File: config.mk
export PLATFORM = sky130hd
export DESIGN_NAME = mem_ctrl_flat
export DESIGN_NICKNAME = d
export VERILOG_FILES = /design/src/rtl/lc3b_mem_pkg.sv /design/src/rtl/mem_ctrl_if.sv /design/src/rtl/byte_lane_steer.sv /design/src/rtl/mem_ctrl.sv /design/src/flat_wrapper.sv
export SDC_FILE = /design/constraint.sdc
export NUM_CORES = 1
export LEC_CHECK = 0
export BUFFER_PORTS_ARGS = -buffer_cell sky130_fd_sc_hd__buf_2
export CAP_MARGIN = 20
export CORE_UTILIZATION = 45
export CTS_CLUSTER_SIZE = 14
export DETAILED_ROUTE_END_ITERATION = 12
export PLACE_DENSITY = 0.82
export SYNTH_ARGS = -nofsm -noshare
export SYNTH_HDL_FRONTEND = slang
export SYNTH_SLANG_ARGS = --single-unit
export TNS_END_PERCENT = 5
File: constraint.sdc
create_clock -name clk -period 2 [get_ports clk]
set_clock_uncertainty 0.05 [all_clocks]
set_input_delay 0.4 -clock clk [delete_from_list [all_inputs] [get_ports clk]]
set_output_delay 0.4 -clock clk [all_outputs]
set_load 0.03 [all_outputs]
File: src/rtl/lc3b_mem_pkg.sv
// Shared types and constants for the LC-3b byte-banked memory controller.
package lc3b_mem_pkg;

    localparam int   ADDR_W  = 16;
    localparam int   BANK_AW = 8;
    localparam logic LANE_HI = 1'b1;

    typedef enum logic [1:0] {
        IDLE,
        ACCESS,
        RESP
    } state_t;

endpackage

File: src/rtl/mem_ctrl_if.sv
// Request/response bus between the LC-3b datapath (master) and mem_ctrl (slave).
interface mem_ctrl_if;
    import lc3b_mem_pkg::*;

    logic              req_valid;
    logic              req_ready;
    logic              req_we;
    logic              req_byte;
    logic [ADDR_W-1:0] req_addr;
    logic [15:0]       req_wdata;
    logic              rsp_valid;
    logic [15:0]       rsp_rdata;
    logic              rsp_err;

    modport master (
        output req_valid, req_we, req_byte, req_addr, req_wdata,
        input  req_ready, rsp_valid, rsp_rdata, rsp_err
    );

    modport slave (
        input  req_valid, req_we, req_byte, req_addr, req_wdata,
        output req_ready, rsp_valid, rsp_rdata, rsp_err
    );

endinterface

File: src/rtl/byte_lane_steer.sv
// Combinational lane steering: store data/strobe selection and load merge/sign-extension.
module byte_lane_steer
    import lc3b_mem_pkg::*;
(
    input  logic        i_byte,
    input  logic        i_lane,
    input  logic [15:0] i_wdata,
    input  logic [7:0]  i_hi_rdata,
    input  logic [7:0]  i_lo_rdata,
    output logic [7:0]  o_hi_wdata,
    output logic [7:0]  o_lo_wdata,
    output logic        o_hi_sel,
    output logic        o_lo_sel,
    output logic [15:0] o_rdata
);

    logic [7:0] w_lane_rdata;

    always_comb begin
        o_hi_sel     = !i_byte || (i_lane == LANE_HI);
        o_lo_sel     = !i_byte || (i_lane != LANE_HI);
        // Byte stores put the byte on both buses; only the strobe picks the lane.
        o_hi_wdata   = i_byte ? i_wdata[7:0] : i_wdata[15:8];
        o_lo_wdata   = i_wdata[7:0];
        w_lane_rdata = (i_lane == LANE_HI) ? i_hi_rdata : i_lo_rdata;
        o_rdata      = i_byte ? {{8{w_lane_rdata[7]}}, w_lane_rdata}
                              : {i_hi_rdata, i_lo_rdata};
    end

endmodule

File: src/rtl/mem_ctrl.sv
// LC-3b memory initiator: splits word/byte load/store requests across two 8-bit banks.
module mem_ctrl #(
    parameter int ADDR_W     = lc3b_mem_pkg::ADDR_W,
    parameter int BANK_AW    = lc3b_mem_pkg::BANK_AW,
    parameter int RD_LATENCY = 1
) (
    input  logic               clk,
    input  logic               reset,
    mem_ctrl_if.slave          bus,
    output logic [BANK_AW-1:0] mem_addr,
    output logic [7:0]         mem_hi_wdata,
    output logic [7:0]         mem_lo_wdata,
    output logic               mem_hi_write_n,
    output logic               mem_lo_write_n,
    input  logic [7:0]         mem_hi_rdata,
    input  logic [7:0]         mem_lo_rdata
);
    import lc3b_mem_pkg::*;

    localparam logic [2:0] LAT_M1 = 3'(RD_LATENCY - 1);

    state_t      r_state;
    logic [2:0]  r_cnt;
    logic        r_we;
    logic        r_byte;
    logic        r_lane;
    logic        r_ready;
    logic        r_rsp_valid;
    logic [15:0] r_rsp_rdata;
    logic        r_rsp_err;

    logic        w_oor;
    logic        w_byte;
    logic        w_lane;
    logic [7:0]  w_hi_wdata;
    logic [7:0]  w_lo_wdata;
    logic        w_hi_sel;
    logic        w_lo_sel;
    logic [15:0] w_rdata;

    assign w_oor  = |bus.req_addr[ADDR_W-1:BANK_AW+1];
    // Store steering uses the live request in IDLE; load merging uses the latched one.
    assign w_byte = (r_state == IDLE) ? bus.req_byte    : r_byte;
    assign w_lane = (r_state == IDLE) ? bus.req_addr[0] : r_lane;

    byte_lane_steer u_steer (
        .i_byte     (w_byte),
        .i_lane     (w_lane),
        .i_wdata    (bus.req_wdata),
        .i_hi_rdata (mem_hi_rdata),
        .i_lo_rdata (mem_lo_rdata),
        .o_hi_wdata (w_hi_wdata),
        .o_lo_wdata (w_lo_wdata),
        .o_hi_sel   (w_hi_sel),
        .o_lo_sel   (w_lo_sel),
        .o_rdata    (w_rdata)
    );

    always_ff @(posedge clk) begin
        if (reset) begin
            r_state        <= IDLE;
            r_cnt          <= '0;
            r_we           <= 1'b0;
            r_byte         <= 1'b0;
            r_lane         <= 1'b0;
            r_ready        <= 1'b1;
            r_rsp_valid    <= 1'b0;
            r_rsp_rdata    <= '0;
            r_rsp_err      <= 1'b0;
            mem_addr       <= '0;
            mem_hi_wdata   <= '0;
            mem_lo_wdata   <= '0;
            mem_hi_write_n <= 1'b1;
            mem_lo_write_n <= 1'b1;
        end else begin
            case (r_state)
                IDLE: begin
                    if (bus.req_valid) begin
                        mem_addr <= bus.req_addr[BANK_AW:1];
                        r_we     <= bus.req_we;
                        r_byte   <= bus.req_byte;
                        r_lane   <= bus.req_addr[0];
                        r_ready  <= 1'b0;
                        if (w_oor) begin
                            r_state     <= RESP;
                            r_rsp_valid <= 1'b1;
                            r_rsp_err   <= 1'b1;
                            r_rsp_rdata <= '0;
                        end else begin
                            r_state   <= ACCESS;
                            r_rsp_err <= 1'b0;
                            r_cnt     <= LAT_M1;
                            if (bus.req_we) begin
                                mem_hi_wdata   <= w_hi_wdata;
                                mem_lo_wdata   <= w_lo_wdata;
                                mem_hi_write_n <= !w_hi_sel;
                                mem_lo_write_n <= !w_lo_sel;
                            end
                        end
                    end
                end
                ACCESS: begin
                    if (r_we) begin
                        // Strobes were low across exactly one write negedge.
                        mem_hi_write_n <= 1'b1;
                        mem_lo_write_n <= 1'b1;
                        r_rsp_rdata    <= '0;
                        r_rsp_valid    <= 1'b1;
                        r_state        <= RESP;
                    end else if (r_cnt == 3'd0) begin
                        r_rsp_rdata <= w_rdata;
                        r_rsp_valid <= 1'b1;
                        r_state     <= RESP;
                    end else begin
                        r_cnt <= r_cnt - 3'd1;
                    end
                end
                RESP: begin
                    r_rsp_valid <= 1'b0;
                    r_ready     <= 1'b1;
                    r_state     <= IDLE;
                end
                default: begin
                    r_rsp_valid <= 1'b0;
                    r_ready     <= 1'b1;
                    r_state     <= IDLE;
                end
            endcase
        end
    end

    assign bus.req_ready = r_ready;
    assign bus.rsp_valid = r_rsp_valid;
    assign bus.rsp_rdata = r_rsp_rdata;
    assign bus.rsp_err   = r_rsp_err;

endmodule

File: src/flat_wrapper.sv
// flat-port wrapper written by rule: the top's interface ports become plain ports
module mem_ctrl_flat import lc3b_mem_pkg::*;
#(
    parameter int ADDR_W     = lc3b_mem_pkg::ADDR_W,
    parameter int BANK_AW    = lc3b_mem_pkg::BANK_AW,
    parameter int RD_LATENCY = 1
)
  (clk, reset, mem_addr, mem_hi_wdata, mem_lo_wdata, mem_hi_write_n, mem_lo_write_n, mem_hi_rdata, mem_lo_rdata, bus_req_valid, bus_req_we, bus_req_byte, bus_req_addr, bus_req_wdata, bus_req_ready, bus_rsp_valid, bus_rsp_rdata, bus_rsp_err);
  mem_ctrl_if bus_i ();
  input  logic clk;
  input  logic reset;
  output logic [BANK_AW-1:0] mem_addr;
  output logic [7:0] mem_hi_wdata;
  output logic [7:0] mem_lo_wdata;
  output logic mem_hi_write_n;
  output logic mem_lo_write_n;
  input  logic [7:0] mem_hi_rdata;
  input  logic [7:0] mem_lo_rdata;
  input wire logic [$bits(bus_i.req_valid)-1:0] bus_req_valid;
  input wire logic [$bits(bus_i.req_we)-1:0] bus_req_we;
  input wire logic [$bits(bus_i.req_byte)-1:0] bus_req_byte;
  input wire logic [$bits(bus_i.req_addr)-1:0] bus_req_addr;
  input wire logic [$bits(bus_i.req_wdata)-1:0] bus_req_wdata;
  output wire logic [$bits(bus_i.req_ready)-1:0] bus_req_ready;
  output wire logic [$bits(bus_i.rsp_valid)-1:0] bus_rsp_valid;
  output wire logic [$bits(bus_i.rsp_rdata)-1:0] bus_rsp_rdata;
  output wire logic [$bits(bus_i.rsp_err)-1:0] bus_rsp_err;
  assign bus_i.req_valid = bus_req_valid;
  assign bus_i.req_we = bus_req_we;
  assign bus_i.req_byte = bus_req_byte;
  assign bus_i.req_addr = bus_req_addr;
  assign bus_i.req_wdata = bus_req_wdata;
  assign bus_req_ready = bus_i.req_ready;
  assign bus_rsp_valid = bus_i.rsp_valid;
  assign bus_rsp_rdata = bus_i.rsp_rdata;
  assign bus_rsp_err = bus_i.rsp_err;
  mem_ctrl #(.ADDR_W(ADDR_W), .BANK_AW(BANK_AW), .RD_LATENCY(RD_LATENCY)) u_core (.clk(clk), .reset(reset), .bus(bus_i), .mem_addr(mem_addr), .mem_hi_wdata(mem_hi_wdata), .mem_lo_wdata(mem_lo_wdata), .mem_hi_write_n(mem_hi_write_n), .mem_lo_write_n(mem_lo_write_n), .mem_hi_rdata(mem_hi_rdata), .mem_lo_rdata(mem_lo_rdata));
endmodule
==> flow_summary_export.csv, run 1 <==
group,metric,value,unit
timing,setup_total_negative_slack,0,ps
timing,fin_crit,1860,ps
global_routing,grt_pass1_wl,8.99,mm
power_and_ir_drop,p_switching,0.000505,W
floorplan,dieArea,5300,sq um
clock_network,cts_tree,"built",
logic_synthesis,synth_top_area_share,47.0,%
floorplan,fp.coreArea,4790,sq um
detailed_routing,drtPass1Iterations,4,
cells_and_area,nNetsFinal,392,
power_and_ir_drop,clkPwrFrac,38.5,%
setup_path,worstSetupPathType,"flop to flop",
global_routing,antenna_found_initial,0,
timing,clock.fmax,538,MHz
power_and_ir_drop,netSwitchingFraction,23.1,%
clock_network,cts_made_buffers,5,
global_routing,grt_pass1_vias,1882,
logic_synthesis,yosysSeqAreaShare,47.0,%
status,outcome,"finished, final reports clean",
global_routing,grt_max_degree,31,
timing,report.final.slew_viol_count,0,
place,hpwlAfterDp,4.08,mm
detailed_routing,viasPerCell,5.15,
logic_synthesis,syn_area_per_cell,9.40,sq um
logic_synthesis,syn_nets,295,
floorplan,die_w,72.8,um
cells_and_area,fin_cells,405,
clock_network,cts-root-buf,"clkbuf_8",
logic_synthesis,synth_cell_types,38,
power_and_ir_drop,pwr-share-comb,11.5,%
detailed_routing,wire_per_inst,13.9,um
timing,fin_crit_sh,92.9,%
power_and_ir_drop,peakVddDrop,0.439,mV
power_and_ir_drop,p_per_area,737,nW/um^2
cells_and_area,fill_cells,429,
place,finalWeightedCongestion,0.747,
floorplan,start_util,47.2,%
clock_network,cts.sinks,53,
min_path,min_path_type,"input port to flop",
timing,rsz0062_at_grt,"no",
global_routing,globalRouteOverflowTotal,0,
timing,report.final.setup_viol,0,
clock_network,clockBufferDepth,2,
global_routing,grtUsageTotal,22.2,%
place,dp_cells,397,
detailed_routing,drcViolationCount,0,
power_and_ir_drop,power_leakage,1.36,nW
timing,worst_slew_pin_slew,482,ps
setup_path,critPathMaxFanout,6,
power_and_ir_drop,power.internal,0.00168,W
clock_network,htreeDepth,2,
clock_network,hold_buffers,0,
setup_path,cp.required,2190,ps
logic_synthesis,synth_area,2260,sq um
logic_synthesis,synth.largest_area_cell,"dfxtp_1",
logic_synthesis,synthFlopType,"dfxtp_1",
detailed_routing,drt.antenna.violating_nets,0,
logic_synthesis,netlist_instances,240,
setup_path,endpoint_kind,"flop",
clock_network,postCtsSetupBuffers,0,
setup_path,cp.arrival,2050,ps
power_and_ir_drop,seq_power_share,50.0,%
cells_and_area,drive_gt1_share,37.0,%
logic_synthesis,ys_top_cells_by_area,"dfxtp_1, mux2i_1, nand2_1",
detailed_routing,via_count,2084,
setup_path,startpoint_type,"flop",
detailed_routing,routed_wl,5.62,mm
clock_network,clk_pin_slew,90,ps
logic_synthesis,async_flop_share,0,%
floorplan,ios,98,
flow_run,cap_violations,0,
logic_synthesis,yosys_warnings,0,
clock_network,cts-resized-gates,0,
timing,max_slew_margin,67.8,%
cells_and_area,area_delta_synth_final,31.2,%
cells_and_area,antenna_cells,0,
timing,hold_viol,0,
floorplan,die_h,72.8,um
floorplan,num_rows,25,
clock_network,clock_latency,300,ps
detailed_routing,drt_iter0_drc,85,
place,io_buffers,97,
logic_synthesis,synth_edf_count,0,
logic_synthesis,synth-seq-cells,53,
flip-flops by register name, indices dropped and copies added (netlist names):
signal	flops
u_core.bus.rsp_rdata	16
u_core.r_lane	1
u_core.bus.req_ready	1
u_core.bus.rsp_err	1
u_core.r_we	1
u_core.r_cnt	3
u_core.mem_lo_wdata	8
u_core.mem_hi_wdata	8
u_core.r_byte	1
u_core.mem_hi_write_n	1
u_core.bus.rsp_valid	1
u_core.r_state	2
u_core.mem_addr	8
u_core.mem_lo_write_n	1
power groups by stage:
| stage | Sequential (W) | Clock (W) | Combinational (W) |
|---|---|---|---|
| 3_5_place_dp | 0.00112 | 0 | 0.000250 |
| 4_1_cts | 0.00109 | 0.000856 | 0.000251 |
| 3_3_place_gp | 0.00111 | 0 | 0.000247 |
| 5_1_grt | 0.00109 | 0.000902 | 0.000273 |
| 6_report | 0.00109 | 0.000841 | 0.000250 |
| 2_1_floorplan | 0.00114 | 0 | 0.000119 |
placed cells by master (no fill, tap or decap), types with 2 or more instances in the layout:
cell,n
ha_1,2
mux2i_1,17
a211oi_1,6
a211oi_2,4
buf_12,2
clkbuf_8,5
a31oi_1,2
nand2_1,40
inv_1,5
or4b_1,3
buf_4,6
nor2_1,26
nand3_1,2
a21oi_1,21
o2bb2ai_1,16
buf_2,97
o21bai_1,3
nand2b_1,3
bufinv_16,2
dfxtp_1,53
nor3_1,5
layout make-up:
cell class                 count  area, sq um  area share, %
multi-input combinational    167         1090           36.9
sequential                    53         1060           35.8
tap                           67         83.8           2.83
timing repair buffer         105          571           19.3
inverter                       5         18.8          0.634
clock inverter                 3         65.1           2.20
clock buffer                   5         68.8           2.32
per-stage QoR:
| step | cell area [sq um] | utilization (%) | total power [W] | worst slack (ps) | hold slack, ps |
|---|---|---|---|---|---|
| after global placement | 2830 | 59.1 | 0.00136 | 203 | 389 |
| after floorplan | 2260 | - | 0.00126 | 170 | 394 |
| final | 2960 | 61.9 | 0.00218 | 141 | 279 |
| after CTS | 2960 | 61.9 | 0.00220 | 51.4 | 273 |
| after global routing | 2960 | 61.9 | 0.00227 | 28.9 | 277 |
| after detailed placement | 2830 | 59.1 | 0.00137 | 67.7 | 393 |
cells by family after synthesis:
family          Yosys count  synth area share (%)
simple gates             86                  18.3
buf+inv                  20                  4.60
fa+ha+maj                 2                  1.11
compound gates           61                  21.0
flops                    53                  47.0
mux                      18                  8.04
critical path: stages (launching register included):
cell and delay, ps:
dfxtp_1 340, inv_1 60, ha_1 200, ha_1 220, or4b_1 600, nand2b_1 200, a21oi_1 130
Yosys cell counts (all sizes together) (2+ instances only):
cell type	instances
dfxtp	53
nand2	40
nor2	27
a21oi	21
mux2i	17
o2bb2ai	16
a211oi	11
buf	9
clkbuf	6
inv	5
nor3	5
a31oi	3
nand2b	3
o21bai	3
or4b	3
ha	2
nand3	2
per-layer routing:
metal | GRT usage [%] | part of all wire, % | routed length (um)
met2 | 36.4 | 49 | 2780
met3 | 5.66 | 5.4 | 306
met4 | 6.97 | 1.0 | 57
met1 | 28.6 | 44 | 2480
met5 | 0 | 0 | 0
path summary, 6_finish.rpt:
path | start | endpoint | slack, ps | depth (start not counted)
max | u_core.r_cnt[0]$_SDFFE_PP0P_ | u_core.r_cnt[0]$_SDFFE_PP0P_ | 140 | 6
min reg2reg | u_core.mem_addr[3]$_SDFFE_PP0P_ | u_core.mem_addr[3]$_SDFFE_PP0P_ | 400 | 2
max reg2reg | u_core.r_cnt[0]$_SDFFE_PP0P_ | u_core.r_cnt[0]$_SDFFE_PP0P_ | 140 | 6
min | bus_req_addr[6] | u_core.mem_addr[5]$_SDFFE_PP0P_ | 280 | 3
Power figures use the tool's default switching activity.
==> inputs of run 2 (changes only) <==
--- a/config.mk
+++ b/config.mk
@@ -7,10 +7,10 @@
 export LEC_CHECK = 0
 export BUFFER_PORTS_ARGS = -buffer_cell sky130_fd_sc_hd__buf_2
 export CAP_MARGIN = 20
-export CORE_UTILIZATION = 45
+export CORE_UTILIZATION = 42
 export CTS_CLUSTER_SIZE = 14
 export DETAILED_ROUTE_END_ITERATION = 12
-export PLACE_DENSITY = 0.82
+export PLACE_DENSITY = 0.81
 export SYNTH_ARGS = -nofsm -noshare
 export SYNTH_HDL_FRONTEND = slang
 export SYNTH_SLANG_ARGS = --single-unit
==> constraint.sdc (replaced) <==
create_clock -name clk -period 1.5 [get_ports clk]
set_clock_uncertainty 0.05 [all_clocks]
set_input_delay 0.3 -clock clk [delete_from_list [all_inputs] [get_ports clk]]
set_output_delay 0.3 -clock clk [all_outputs]
set_load 0.03 [all_outputs]
==> run 2 against run 1 <==
  * Global-route usage fell by 1.1 points
  * Flip-flop and latch count did not move
  * Highest routed layer unchanged
  * The flow now finishes with violations (setup timing)
  * Largest cell class unchanged
  * Cell area rose by 8.0%
  * Die area rose by 6.9%
==> flow_summary_export.csv, run 2 (same netlist as run 1, synthesis figures left out) <==
group,metric,value,unit
min_path,min_from,"bus_req_addr[5]",
clock_network,clock_latency,310,ps
cells_and_area,largest_reg_flops,16,
setup_path,timing.rr.start,"u_core.r_state[1]$_SDFFE_PP0P_",
global_routing,grt_max_degree,30,
min_path,min_path_type,"input port to flop",
floorplan,die_h,75.3,um
cells_and_area,drive_gt1_share,44.7,%
cells_and_area,nNetsFinal,412,
power_and_ir_drop,peakVddDrop,0.379,mV
setup_path,cp.depth,7,
global_routing,antenna_found_initial,0,
place,finalWeightedCongestion,0.792,
place,hpwlAfterDp,4.17,mm
timing,holdWs,168,ps
detailed_routing,viasPerCell,5.12,
clock_network,cts.sinks,53,
floorplan,ios,98,
setup_path,r2r_end,"u_core.mem_lo_wdata[2]$_SDFFE_PP0P_",
detailed_routing,drcViolationCount,0,
clock_network,clk_pin_slew,100,ps
global_routing,grt_pass1_wl,8.91,mm
place,io_buffers,97,
min_path,min_to,"u_core.mem_addr[4]$_SDFFE_PP0P_",
status,violations,"setup timing",
status,outcome,"finished with violations",
detailed_routing,via_count,2191,
floorplan,fp.coreArea,5140,sq um
clock_network,cts-root-buf,"clkbuf_8",
setup_path,critPathMaxFanout,8,
setup_path,worstSetupPathType,"flop to flop",
setup_path,startpoint_type,"flop",
setup_path,r2r_setup_slack,-210,ps
setup_path,endpoint_kind,"flop",
setup_path,crit_chain,"buf_4 -> nor3b_4 -> buf_6 -> nand4_1 -> buf_6 -> nand2_1 -> a21oi_1",
global_routing,grtUsageTotal,21.1,%
floorplan,start_util,43.9,%
setup_path,cp_num_buf_inv,3,
setup_path,cp_slowest_cell,"dfxtp_2",
flow_run,cap_violations,0,
timing,fin_crit_sh,114,%
timing,clock.fmax,585,MHz
timing,report.final.setup_viol,37,
cells_and_area,antenna_cells,0,
detailed_routing,drt_iter0_drc,78,
global_routing,globalRouteOverflowTotal,0,
floorplan,die_w,75.3,um
detailed_routing,wire_per_inst,14.6,um
cells_and_area,final_common_cell,"buf_2",
timing,rsz0062_at_grt,"yes",
setup_path,r2r.worst_path.cells,7,
clock_network,clockBufferDepth,2,
timing,worst_slew_pin_slew,473,ps
clock_network,cts_made_buffers,5,
min_path,holdPathStages,3,
cells_and_area,mostFrequentLayoutCells,"buf_2, dfxtp_1, nand2_1",
clock_network,hold_buffers,0,
floorplan,num_rows,26,
timing,hold_viol,0,
detailed_routing,drt.antenna.violating_nets,0,
setup_path,max_stage_delay,360,ps
setup_path,crit_path_frequent_cell,"buf_6",
power_and_ir_drop,power_leakage,1.48,nW
setup_path,crit_family,"simple AND/OR/NAND/NOR gates",
clock_network,cts_tree,"built",
power_and_ir_drop,p_per_area,886,nW/um^2
clock_network,htreeDepth,2,
timing,setup_total_negative_slack,-4510,ps
timing,report.final.slew_viol_count,0,
detailed_routing,drtPass1Iterations,4,
global_routing,grt_pass1_vias,1945,
cells_and_area,area_delta_synth_final,41.7,%
timing,fin_crit,1710,ps
setup_path,cp.arrival,1840,ps
timing,max_slew_margin,68.4,%
timing,worst_slack,-210,ps
setup_path,cp.required,1630,ps
detailed_routing,routed_wl,6.25,mm
floorplan,dieArea,5670,sq um
run 2: cell types whose count changed in the layout (fill, tap and decap cells not counted), sizes merged:
cell	previous run	this run
buf	105	124
clkbuf	5	8
clkinv	1	0
bufinv	2	1
run 2: routing by layer:
metal | global-route usage [%] | vias up | part of all wire, %
met5 | 0 | - | 0
met4 | 11.1 | 0 | 2.5
met3 | 4.63 | 16 | 3.5
met2 | 34.9 | 72 | 51
met1 | 25.7 | 1015 | 43
li1 | - | 1088 | -
run 2: area by class of cell:
class	instances	area, sq um
timing repair buffer	125	753
clock inverter	1	30.0
fill	462	1940
sequential	53	1070
multi-input combinational	167	1160
inverter	5	18.8
tap	70	87.6
clock buffer	7	86.3
run 2: through the flow:
| stage | util [%] | instance area, sq um | worst slack, ps | power, W | instances |
|---|---|---|---|---|---|
| final | 62.2 | 3200 | -210 | 0.00283 | 428 |
| after global placement | 58.1 | 2990 | -150 | 0.00184 | 418 |
| after global routing | 62.2 | 3200 | -253 | 0.00295 | 428 |
| after CTS | 61.1 | 3140 | -153 | 0.00284 | 426 |
| after detailed placement | 58.1 | 2990 | -231 | 0.00185 | 418 |
| after floorplan | - | 2290 | -123 | 0.00168 | 240 |
run 2: worst max path at each step:
stage	from	endpoint	slack [ps]
5_1_grt	u_core.r_state[1]$_SDFFE_PP0P_	u_core.mem_hi_wdata[1]$_SDFFE_PP0P_	-250
3_5_place_dp	u_core.r_cnt[1]$_SDFFE_PP0P_	u_core.r_cnt[0]$_SDFFE_PP0P_	-230
6_report	u_core.r_state[1]$_SDFFE_PP0P_	u_core.mem_lo_wdata[2]$_SDFFE_PP0P_	-210
4_1_cts	u_core.r_cnt[1]$_SDFFE_PP0P_	u_core.r_cnt[0]$_SDFFE_PP0P_	-150
2_1_floorplan	u_core.r_cnt[1]$_SDFFE_PP0P_	u_core.r_cnt[0]$_SDFFE_PP0P_	-120
3_3_place_gp	u_core.r_cnt[1]$_SDFFE_PP0P_	u_core.r_cnt[0]$_SDFFE_PP0P_	-150
run 2: report_power, final:
group	total, W	internal (W)	switching, W
logic	0.000384	0.000171	0.000214
clock network	0.00100	0.000544	0.000455
registers	0.00145	0.00143	0.0000182
total	0.00283	0.00215	0.000687
run 2: what timing repair did:
item | CTS | global route
setup buffers | 0 | 1
gates cloned | 0 | 1
pin swaps | 0 | 3
resized for setup | 11 | 6
endpoints found under the setup margin | 37 | 39
run 2: tightest hold or removal path: cells and delay by family:
| family | cells | cell delay [ps] |
|---|---|---|
| buffers and inverters | 1 | 90 |
| AND/OR/NAND/NOR | 1 | 40 |
| AO/OA/AOI/OAI | 1 | 50 |
